===== src/rtl/rr_arbiter4.sv =====
// Four-requester round-robin arbiter; grant held until done or owner withdrawal.
// Optional forced release after TIMEOUT grant cycles when RR_ARB_TIMEOUT_EN is defined.
module rr_arbiter4 #(
    parameter int unsigned TIMEOUT = 16
) (
    input  logic       clk,
    input  logic       reset,
    input  logic [3:0] req,
    input  logic       done,
    output logic [3:0] gnt,
    output logic [1:0] gnt_id,
    output logic       gnt_valid,
    output logic       timeout
);

    typedef enum logic {
        IDLE  = 1'b0,
        GRANT = 1'b1
    } state_t;

    state_t     r_state;
    state_t     w_state_nxt;
    logic [1:0] r_last;
    logic [1:0] w_last_nxt;
    logic [3:0] r_gnt;
    logic [3:0] w_gnt_nxt;
    logic [1:0] r_gnt_id;
    logic [1:0] w_gnt_id_nxt;
    logic       r_timeout;
    logic       w_timeout_nxt;
    logic       w_win_vld;
    logic [1:0] w_win_id;
    logic       w_owner_req;
    logic       w_expire;
    logic       w_release;

    // Scan last-1 .. last-4; the lowest offset overwrites, so it wins.
    function automatic logic [2:0] pick(
        input logic [3:0] r,
        input logic [1:0] last
    );
        logic [2:0] res;
        logic [1:0] idx;
        res = 3'b000;
        for (int k = 4; k >= 1; k--) begin
            idx = last - 2'(k);
            if (r[idx]) begin
                res = {1'b1, idx};
            end
        end
        return res;
    endfunction

    assign {w_win_vld, w_win_id} = pick(req, r_last);

`ifdef RR_ARB_TIMEOUT_EN
    localparam logic [7:0] LP_LIMIT = 8'(TIMEOUT - 1);

    logic [7:0] r_cnt;

    // Held at zero while idle, so it is zero on the first GRANT cycle.
    always_ff @(posedge clk) begin
        if (reset) begin
            r_cnt <= 8'd0;
        end else if (r_state == IDLE) begin
            r_cnt <= 8'd0;
        end else begin
            r_cnt <= r_cnt + 8'd1;
        end
    end

    assign w_expire = (r_state == GRANT) && (r_cnt == LP_LIMIT);
`else
    logic w_unused_cfg;
    assign w_unused_cfg = ^8'(TIMEOUT);
    assign w_expire     = 1'b0;
`endif

    assign w_owner_req = req[r_gnt_id];
    assign w_release   = done | ~w_owner_req | w_expire;

    always_comb begin
        w_state_nxt   = r_state;
        w_last_nxt    = r_last;
        w_gnt_nxt     = r_gnt;
        w_gnt_id_nxt  = r_gnt_id;
        w_timeout_nxt = 1'b0;
        unique case (r_state)
            IDLE: begin
                if (w_win_vld) begin
                    w_state_nxt  = GRANT;
                    w_gnt_nxt    = 4'b0001 << w_win_id;
                    w_gnt_id_nxt = w_win_id;
                    w_last_nxt   = w_win_id;
                end
            end
            GRANT: begin
                if (w_release) begin
                    w_state_nxt   = IDLE;
                    w_gnt_nxt     = 4'b0000;
                    w_gnt_id_nxt  = 2'd0;
                    // Flag only releases caused solely by expiry.
                    w_timeout_nxt = w_expire & ~done & w_owner_req;
                end
            end
            default: begin
                w_state_nxt = IDLE;
            end
        endcase
    end

    always_ff @(posedge clk) begin
        if (reset) begin
            r_state   <= IDLE;
            r_last    <= 2'd0;
            r_gnt     <= 4'b0000;
            r_gnt_id  <= 2'd0;
            r_timeout <= 1'b0;
        end else begin
            r_state   <= w_state_nxt;
            r_last    <= w_last_nxt;
            r_gnt     <= w_gnt_nxt;
            r_gnt_id  <= w_gnt_id_nxt;
            r_timeout <= w_timeout_nxt;
        end
    end

    assign gnt       = r_gnt;
    assign gnt_id    = r_gnt_id;
    assign gnt_valid = |r_gnt;

`ifdef RR_ARB_TIMEOUT_EN
    assign timeout = r_timeout;
`else
    logic w_unused_to;
    assign w_unused_to = r_timeout;
    assign timeout     = 1'b0;
`endif

endmodule

===== config.mk =====
export PLATFORM = sky130hd
export DESIGN_NAME = rr_arbiter4
export DESIGN_NICKNAME = d
export VERILOG_FILES = /design/src/rtl/rr_arbiter4.sv
export SDC_FILE = /design/constraint.sdc
export NUM_CORES = 1
export LEC_CHECK = 0
export ABC_AREA = 1
export CAP_MARGIN = 10
export CORE_UTILIZATION = 55
export CTS_BUF_LIST = sky130_fd_sc_hd__clkbuf_4
export DETAILED_ROUTE_END_ITERATION = 10
export GPL_TIMING_DRIVEN = 1
export PLACE_DENSITY = 0.85
export SETUP_SLACK_MARGIN = 0.1
export SYNTH_ARGS = -nofsm -noshare
export SYNTH_HDL_FRONTEND = slang
export SYNTH_SLANG_ARGS = --single-unit

===== constraint.sdc =====
create_clock -name clk -period 3.97 [get_ports clk]
set_input_delay 0.5955 -clock clk [delete_from_list [all_inputs] [get_ports clk]]
set_output_delay 0.5955 -clock clk [all_outputs]
set_load 0.02 [all_outputs]

# Word level (Yosys, flattened, before mapping)
# Index checks and enable logic that the tools add are counted.
[word_totals] wordCells=44 regBits=9 output_inout_bits=8
[op_classes] reduce_logical=3 addsub=3 bitwise=3 order_cmp=5 n_mux=23 eq_ne=2 shift=1
[op_table] op="$lt A2 B3 Y1 const B" count=5
[op_table] op="$mux W3" count=4
[op_table] op="$bmux W1 S2" count=5
[op_table] op="$mux W4" count=2
[op_table] op="$pmux W4 S2" count=1
[op_table] op="$mux W1" count=7
[op_table] op="$mux W2" count=2
[op_table] op="$pmux W2 S2" count=1
[op_table] op="$reduce_and A2 Y1" count=2
[op_table] op="$reduce_or A4 Y1" count=1
[op_table] op="$shl A1 B2 Y4 const A" count=1
[op_table] op="$sub A2 B2 Y2 const B" count=2
[op_table] op="$ne A2 B1 Y1 const B" count=1
[op_table] op="$ne A2 B2 Y1 const B" count=1
[op_table] op="$not A1 Y1" count=2
[op_table] op="$pmux W1 S2" count=1
[op_table] op="$sub A2 B1 Y2 const B" count=1
[op_table] op="$or A1 B1 Y1" count=1

# Depth between registers and ports, before layout
[logic_depth] depth_word=9 mapped_depth=11 mapped_depth_nobuf=11

# Worst setup path before layout
# No wires, ideal clock.
[synth_path] path_kind="reg2out" from="reg r_gnt[3] (netlist: gnt[3])" to="out gnt_valid" t_arrival_ps=1012 stages_incl_launch_ff=2 slack_ps=2362 n_path_buf=0 cell_sequence="dfxtp_1 or4_1"
[synth_between] elab_chain_cells=1
[synth_lines] element="start, declared" line="25" text="logic [3:0] r_gnt;"
[synth_lines] element="start signal, assigned" line="122" text="r_gnt <= w_gnt_nxt;"
[synth_lines] element="$reduce_or A4 Y1" line="130" text="assign gnt_valid = |r_gnt;"
[synth_lines] element="end, declared" line="12" text="output logic gnt_valid,"
# No other way between the ends.

# Worst setup path after layout
# Ends and elaborated chain as after synthesis.

==> out/summary.log <==
[routing] wl on met1 812 µm
[yosys] unique cell type count in the Yosys netlist 23
[clocking] Num CTS Buffers 3
[placed_design] count of port buffers added during placement 13
[layout] filler cell count in the final layout 100
[routing] Top Metal Used met3
[clocking] deepest level of the CTS H-tree 1
[sta] time the worst path needs with I/O delays and setup 2240 ps
[floorplan] x dimension of the die 38.3 µm
[sta] setup TNS 0 ps
[worst_setup_path] data required time of the critical path 3370 ps
[worst_setup_path] standard cell with the maximum stage delay on the critical path sky130_fd_sc_hd__clkdlybuf4s50_1
[floorplan] core region area 1170 µm²
[routing] TritonRoute pass-1 iters 4
[yosys] Avg Synthesized Cell Area 6.54 µm²
[floorplan] number of placed I/O pins 15
[grt] vias in the first global route 674
[clocking] latest clock arrival within the worst-skew pair 260 ps
[yosys] synthesized instance count 111
[flow_run] number of max-capacitance violations reported 0
[clocking] post-cts sizing count 0
[sta] Peak Freq 0.446 GHz
[worst_setup_path] biggest cell delay along the critical path 550 ps
[routing] post-DR vias/cell 5.29
[clocking] hold-fix buffer count after cts 0
[clocking] buffers from clock root to sink, at most 2
[sta] fin crit share 0.564
[sta] transition time at the pin with the least slew margin 565 ps
[layout] nets 133
[yosys] proportion of synthesized chip area in sequential cells 0.248
[routing] detailed-route wire length per cell 12.3 µm
[layout] layout cell share with drive strength beyond 1 0.232
[floorplan] starting density of the core 0.620
[worst_setup_path] nature of the critical path startpoint register
[grt] first-pass GRT wire length 2840 µm
[sta] Final Hold Vio Count 0
[routing] vias after detailed routing 735
[yosys] number of flip-flops and latches in the synthesized netlist 9
[yosys] mapped cell area 726 µm²
[grt] initial antenna violation count 0
[yosys] number of nets produced by synthesis 118
[placed_design] placer congestion estimate 0.835
[yosys] number of warning messages in the yosys log 0
[grt] largest net degree at the start of global routing 14
[floorplan] die extent in y 38.3 µm
[floorplan] die outline area 1470 µm²
[grt] global route overflow 0
[clocking] clock edge transition at the registers on the reported setup and hold paths 60 ps
[layout] final antenna diode count 0
[placed_design] instance area at placement 851 µm²
[layout] Design Area, Final 878 µm²
[grt] overall routing resource usage 0.283
[clocking] clock tree from TritonCTS done
[routing] Detailed Route WL 1710 µm
[worst_setup_path] kind of critical path reg -> out
[clocking] CTS sink cnt 9
[worst_setup_path] data arrival time of the critical path 1640 ps
[routing] count of unresolved DRC violations after routing 0
[power_and_ir_drop] leakage power of the design 0.416 nW
[sta] RSZ-0062 raised after global routing no
[layout] area growth from synthesis to layout 21.0%
[worst_setup_path] type of destination of the critical path output pin
[clocking] clock root buffer sky130_fd_sc_hd__clkbuf_4
[clocking] number of setup buffers added after CTS 0
[power_and_ir_drop] peak ir drop on the vdd network 525 µV
[floorplan] placement row count 12
[routing] drt initial violations 18
[min_path] kind of path behind the tightest hold check reg -> reg
[sta] worst hold slack 494 ps
[status] run status finished clean
[sta] relative max-transition margin 0.623
[sta] endpoints failing setup 0
[routing] met3 routed WL 66 µm
[sta] setup skew after layout 6.19 ps
[routing] met2 layer wire length in the routed design 833 µm
[power_and_ir_drop] total power density per cell area 863 nW/µm²
[worst_setup_path] maximum fanout encountered on the critical timing path 3
[placed_design] dpl hpwl 1320 µm
[sta] max-slew violation total from the final report 0
[routing] number of nets with antenna violations after routing 0
[worst_setup_path] list of cells traversed by the critical path or4_1 -> clkdlybuf4s50_1
[path summary, 6_finish.rpt]
check / start / end / slack [ps] / cells past startpoint
setup / recovery: gnt[3] / gnt_valid / 1730 / 2
hold / removal: gnt[0] / gnt[0] / 490 / 2
setup reg to reg: r_last[0] / gnt[1] / 2050 / 10
hold reg to reg: gnt[0] / gnt[0] / 490 / 2
[state kept, by name (all words and copies together), names as in the netlist]
name	flops
gnt	4
gnt_id	2
r_last	2
r_state	1
[synth_stat cells]
library cell,count,area (µm²)
sky130_fd_sc_hd__or4_1,1,7.51
sky130_fd_sc_hd__nand2_1,33,124
sky130_fd_sc_hd__inv_1,10,37.5
sky130_fd_sc_hd__o21ai_1,2,10.0
sky130_fd_sc_hd__nand3b_1,2,15.0
sky130_fd_sc_hd__o21ai_0,2,10.0
sky130_fd_sc_hd__buf_4,1,7.51
sky130_fd_sc_hd__conb_1,1,3.75
sky130_fd_sc_hd__a21oi_2,2,17.5
sky130_fd_sc_hd__dfxtp_1,9,180
sky130_fd_sc_hd__nor2_4,1,11.3
sky130_fd_sc_hd__buf_1,1,3.75
sky130_fd_sc_hd__buf_6,1,11.3
sky130_fd_sc_hd__nand3_1,9,45.0
sky130_fd_sc_hd__o21ai_4,1,16.3
sky130_fd_sc_hd__nor2_2,2,12.5
sky130_fd_sc_hd__nor2_1,5,18.8
sky130_fd_sc_hd__a21oi_1,8,40.0
sky130_fd_sc_hd__o211ai_1,1,7.51
sky130_fd_sc_hd__nand2_2,10,62.6
sky130_fd_sc_hd__nand3_2,2,20.0
sky130_fd_sc_hd__inv_2,2,7.51
sky130_fd_sc_hd__nand2_4,5,56.3
[final cells by class]
type	instances	area, µm²	share of cell area
clock inverters	1	5.00	0.00570
multi-input cells	87	478	0.544
repair buffers	13	130	0.148
clock buffers	3	22.5	0.0256
flip-flops and latches	9	180	0.205
well taps	14	17.5	0.0199
inverters	12	45.0	0.0513
[cells by family (layout without fill, tap and decap cells)]
| logic type | after synthesis | after routing | synth area share |
|---|---|---|---|
| other | 1 | 1 | 0.00517 |
| buffers and inverters | 15 | 29 | 0.0931 |
| AND/OR/NAND/NOR | 70 | 70 | 0.514 |
| AO/OA/AOI/OAI | 16 | 16 | 0.140 |
| flip-flops | 9 | 9 | 0.248 |
[report_power, final]
| group | switching (mW) | total [mW] | internal, mW |
|---|---|---|---|
| Sequential | 0.0552 | 0.182 | 0.126 |
| Combinational | 0.308 | 0.508 | 0.200 |
| Clock | 0.0316 | 0.0687 | 0.0371 |
| Total | 0.395 | 0.758 | 0.364 |
[cell usage in the layout (no fill, tap or decap)]
cell	synthesis	final
sky130_fd_sc_hd__nand2_1	33	33
sky130_fd_sc_hd__clkdlybuf4s50_1	0	13
sky130_fd_sc_hd__inv_1	10	10
sky130_fd_sc_hd__nand2_2	10	10
sky130_fd_sc_hd__nand3_1	9	9
sky130_fd_sc_hd__dfxtp_1	9	9
sky130_fd_sc_hd__a21oi_1	8	8
sky130_fd_sc_hd__nand2_4	5	5
sky130_fd_sc_hd__nor2_1	5	5
sky130_fd_sc_hd__clkbuf_4	0	3
sky130_fd_sc_hd__inv_2	2	2
sky130_fd_sc_hd__nand3_2	2	2
sky130_fd_sc_hd__nor2_2	2	2
sky130_fd_sc_hd__o21ai_1	2	2
sky130_fd_sc_hd__nand3b_1	2	2
sky130_fd_sc_hd__o21ai_0	2	2
sky130_fd_sc_hd__a21oi_2	2	2
sky130_fd_sc_hd__or4_1	1	1
sky130_fd_sc_hd__nor2_4	1	1
sky130_fd_sc_hd__o211ai_1	1	1
sky130_fd_sc_hd__o21ai_4	1	1
sky130_fd_sc_hd__conb_1	1	1
sky130_fd_sc_hd__clkinv_2	0	1
[critical path: cells and delay by family, from the launching register on]
kind | cells | cell delay [ps]
AND/OR/NAND/NOR | 1 | 510
buffers and inverters | 1 | 550
flip-flops | 1 | 320
[per-stage QoR]
step	util	cells	power, mW	setup WS [ps]
after floorplan	-	111	0.551	2360
after global placement	0.726	135	0.672	1960
after detailed placement	0.726	135	0.688	1900
after CTS	0.750	139	0.761	1720
after global routing	0.750	139	0.820	1670
final	0.750	139	0.758	1730
[routing by layer]
layer  up-vias  GRT usage
met5         -          0
met4         0     0.0268
met3         0     0.0872
met2        16      0.475
met1       339      0.363
li1        380          -
Note: power is estimated with default switching activity, not from simulation.
